===== src/rtl/switch_debouncer.sv =====
// Purpose: synchronise, debounce and edge-flag the raw slider-switch pins, one bit at a time.
// Latency: a steady new level lands on SW_stable DEBOUNCE_CYCLES+2 edges after it is first sampled.
// Backpressure: none; free-running, every output registered.
module switch_debouncer #(
    parameter int DW              = 9,
    parameter int DEBOUNCE_CYCLES = 50000,
    parameter int CNT_W           = 16
) (
    input  logic        clk,
    input  logic        reset,
    input  logic [DW:0] SW_raw,
    output logic [DW:0] SW_stable,
    output logic [DW:0] SW_changed,
    output logic        any_change
);

    localparam logic [CNT_W-1:0] CNT_MAX = CNT_W'(DEBOUNCE_CYCLES - 1);
    localparam logic [CNT_W-1:0] CNT_ONE = CNT_W'(1);

    logic [DW:0] sync1_q;
    logic [DW:0] sync2_q;
    logic        any_q;

    wire  [DW:0] stable_w;
    wire  [DW:0] changed_w;
    wire  [DW:0] changed_d_w;

    // Plain two-flop synchroniser; nothing may sit between the stages.
    always_ff @(posedge clk) begin
        if (reset) begin
            sync1_q <= '0;
            sync2_q <= '0;
            any_q   <= 1'b0;
        end else begin
            sync1_q <= SW_raw;
            sync2_q <= sync1_q;
            any_q   <= |changed_d_w;
        end
    end

    for (genvar i = 0; i <= DW; i++) begin : g_bit
        logic [CNT_W-1:0] cnt_q;
        logic [CNT_W-1:0] cnt_d;
        logic             stable_q;
        logic             stable_d;
        logic             changed_q;
        logic             changed_d;
        logic             mismatch;

        assign mismatch = sync2_q[i] != stable_q;

        // Counter saturates at CNT_MAX by construction: reaching it accepts and clears.
        always_comb begin
            cnt_d     = '0;
            stable_d  = stable_q;
            changed_d = 1'b0;
            if (mismatch) begin
                if (cnt_q == CNT_MAX) begin
                    stable_d  = sync2_q[i];
                    changed_d = 1'b1;
                end else begin
                    cnt_d = cnt_q + CNT_ONE;
                end
            end
        end

        always_ff @(posedge clk) begin
            if (reset) begin
                cnt_q     <= '0;
                stable_q  <= 1'b0;
                changed_q <= 1'b0;
            end else begin
                cnt_q     <= cnt_d;
                stable_q  <= stable_d;
                changed_q <= changed_d;
            end
        end

        assign stable_w[i]    = stable_q;
        assign changed_w[i]   = changed_q;
        assign changed_d_w[i] = changed_d;
    end

    assign SW_stable  = stable_w;
    assign SW_changed = changed_w;
    assign any_change = any_q;

endmodule


===== config.mk =====
export PLATFORM = sky130hd
export DESIGN_NAME = switch_debouncer
export DESIGN_NICKNAME = d
export VERILOG_FILES = /design/src/rtl/switch_debouncer.sv
export SDC_FILE = /design/constraint.sdc
export NUM_CORES = 1
export LEC_CHECK = 0
export CORE_ASPECT_RATIO = 1.1
export CORE_MARGIN = 3
export CORE_UTILIZATION = 45
export DETAILED_ROUTE_END_ITERATION = 7
export MAX_ROUTING_LAYER = met4
export SYNTH_ARGS = -nofsm -noshare
export SYNTH_HDL_FRONTEND = slang
export SYNTH_SLANG_ARGS = --single-unit

===== constraint.sdc =====
create_clock -name clk -period 3.8 [get_ports clk]
set_clock_uncertainty 0.2 [all_clocks]
set_input_delay 0.76 -clock clk [delete_from_list [all_inputs] [get_ports clk]]
set_output_delay 0.76 -clock clk [all_outputs]
set_load 0.05 [all_outputs]

==> flow_summary.ini <==
[cts]
clock_sinks = 201
cts-root-buf = clkbuf_16
post_cts_resized = 0
cts_setup_buffers = 0
cts_hold_buf = 0
clock_latency_ns = 0.49
cts.clk_slew.worst_paths_ns = 0.06
cts_made_buffers = 22
cts-htree-levels = 1
cts_tree = done
clk_path_buf_depth = 3

[sta]
max_freq_mhz = 375
drv_slew = 0
final-setup-viol-count = 0
fin_setup_tns_ns = 0
worst-slew-pin-transition_ns = 0.605
slew_headroom = 0.593
finalHoldViolCount = 0
fin_crit_sh = 0.702
setup_ws_ns = 1.13
period_minus_slack_ns = 2.67
rsz0062_at_grt = false

[die]
fp.coreArea_um2 = 17800
initial_utilization = 0.462
die_w_um = 135
die_h_um = 148
dieArea_um2 = 19900
num_rows = 51
ioPinCount = 33

[finish]
num_antenna_cells = 0
layout.nets = 950
drive_gt1_frac = 0.0469
area_growth_pct = 13.6
fin_util = 0.524

[detailed_routing]
routed_wl_mm = 14.4
drtIter0Drc = 285
dr.pass1.iters = 4
vias = 5699
wl_per_cell_um = 12.2
ant_nets = 0
drc = 0
avgViaCountPerCell = 4.84

[worst_setup_path]
endpoint_kind = output port
crit_family = buffers and inverters
cp_data_required_time_ns = 2.84
crit_arrival_ns = 1.71
critPathKind = flip-flop to output port
cp-start-kind = flip-flop
cp.depth = 1
r2r.worst_path.cells = 6
worstPathMaxFanout = 3
cp_num_buf_inv = 1
crit_path_cell_trace = clkdlybuf4s50_1
slowest_stage = clkdlybuf4s50_1
cpPeakStageDelay_ns = 0.83

[logic_synthesis]
syn_nets = 929
syn_inst = 907
synthesis.area_um2 = 8220
synth.avg_cell_area_um2 = 9.06
synth-edff-count = 0
ys_seq_elements = 201
ys_types = 38
async_flop_share = 0
ys.flop_type = dfxtp_1
ys_seq_area_frac = 0.490
ys_warn_count = 0

[global_route]
grt-ovfl-total = 0
grt_max_degree = 30
grt_use_total = 0.152
grt_pass1_wl_mm = 25.1
grt_pass1_vias = 5444
antenna_found_initial = 0

[pwr]
max-vdd-ir-drop_mv = 0.293
p_leak_uw = 0.00310
powerDensity_nw_per_um2 = 457

[outcome]
status = finished, final reports clean

[job]
cap_violations = 0

[min_path]
hold_path.class = flip-flop to flip-flop
hold_depth = 1

[place]
place_hpwl_mm = 9.90
place.gp.congestion = 0.770
io_buffers = 32
post-place-ws_ns = 1.38
-- metrics by stage --
| stage | cells | power [uW] | cell area (um2) | hold WS [ns] |
|---|---|---|---|---|
| CTS | 1177 | 4330 | 9330 | 0.233 |
| global placement | 1142 | 2230 | 8620 | 0.220 |
| finish | 1177 | 4260 | 9330 | 0.230 |
| detailed placement | 1142 | 2230 | 8620 | 0.220 |
| global route | 1177 | 4430 | 9330 | 0.251 |
| floorplan | 907 | 2210 | 8220 | 0.213 |
-- synth_stat cells (all sizes together), types with 2 or more instances --
library cell | number | area, um2
nor2b | 20 | 125
nor3b | 3 | 22.5
or3 | 6 | 37.5
o22ai | 3 | 18.8
clkbuf | 14 | 52.6
o21ai | 2 | 10.0
nand4 | 27 | 169
nand3 | 59 | 300
ha | 10 | 125
nor2 | 200 | 751
nor4bb | 7 | 70.1
and2 | 3 | 18.8
nor4b | 9 | 93.8
mux2i | 10 | 100
a21oi | 2 | 10.0
buf | 23 | 170
nor4 | 8 | 50.1
inv | 19 | 71.3
and4 | 5 | 43.8
nor3 | 35 | 175
nand2 | 52 | 198
xnor2 | 84 | 736
dfxtp | 201 | 4020
and3 | 35 | 223
xor2 | 64 | 561
-- cell families (layout without fill, tap and decap cells) --
family,after synthesis,in the layout,synth area share
simple gates,472,472,0.281
flops,201,201,0.490
xor+xnor,148,148,0.158
buf+inv,56,88,0.0358
fa+ha+maj,10,10,0.0152
compound gates,10,10,0.00822
mux,10,10,0.0122
-- sequential cells by signal, summed over array words and instances, names as in the netlist --
name             cells
any_change           1
sync2_q             10
sync1_q             10
g_bit.changed_q     10
g_bit.stable_q      10
g_bit.cnt_q        160
-- metal layers --
layer / up-vias / wire length, um / track usage
met1: 2568 / 7200 / 0.203
met2: 69 / 6210 / 0.231
li1: 3033 / - / -
met3: 29 / 644 / 0.0337
met5: - / 0 / -
met4: 0 / 367 / 0.0463
-- cells in the final DEF, fill, tap and decap left out, types with 2 or more instances in the layout --
master / count
xnor2_1: 84
nor2b_1: 20
clkbuf_16: 23
nor3_1: 35
clkdlybuf4s50_1: 31
clkinv_2: 3
dfxtp_1: 201
o21ai_0: 2
clkbuf_8: 2
xor2_1: 64
and3_2: 3
nor3b_1: 3
buf_4: 2
and4_1: 5
and3_1: 32
o22ai_1: 3
nor4_1: 8
ha_1: 10
nand3_1: 58
mux2i_1: 10
inv_1: 19
bufinv_16: 2
nor4b_1: 8
nor4bb_1: 7
nor2_1: 200
or3_1: 6
nand2_1: 51
a21oi_1: 2
clkinvlp_4: 3
nand4_1: 27
clkbuf_1: 2
and2_1: 3
-- final cells by class --
type | instances | area [um2]
timing repair buffer | 34 | 330
clock inverter | 8 | 97.6
multi-input combinational | 650 | 3900
sequential | 201 | 4020
clock buffer | 27 | 611
inverter | 19 | 71.3
fill | 1630 | 8470
tap | 238 | 298
-- report_power, final --
group / switching (uW) / total [uW] / leakage, uW / internal [uW]
clock: 815 / 2080 / 0.000341 / 1270
combinational: 30.9 / 52.3 / 0.00114 / 21.3
sequential: 7.41 / 2130 / 0.00162 / 2120
total: 853 / 4260 / 0.00310 / 3410
-- path summary, 6_finish.rpt --
check | end | startpoint | slack (ns)
max | SW_stable[6] | g_bit[6].stable_q | 1.13
min | sync2_q[4] | sync1_q[4] | 0.23
max reg2reg | any_change | g_bit[8].cnt_q[0] | 1.57
min reg2reg | sync2_q[4] | sync1_q[4] | 0.23
Note: power is estimated with default switching activity, not from simulation.
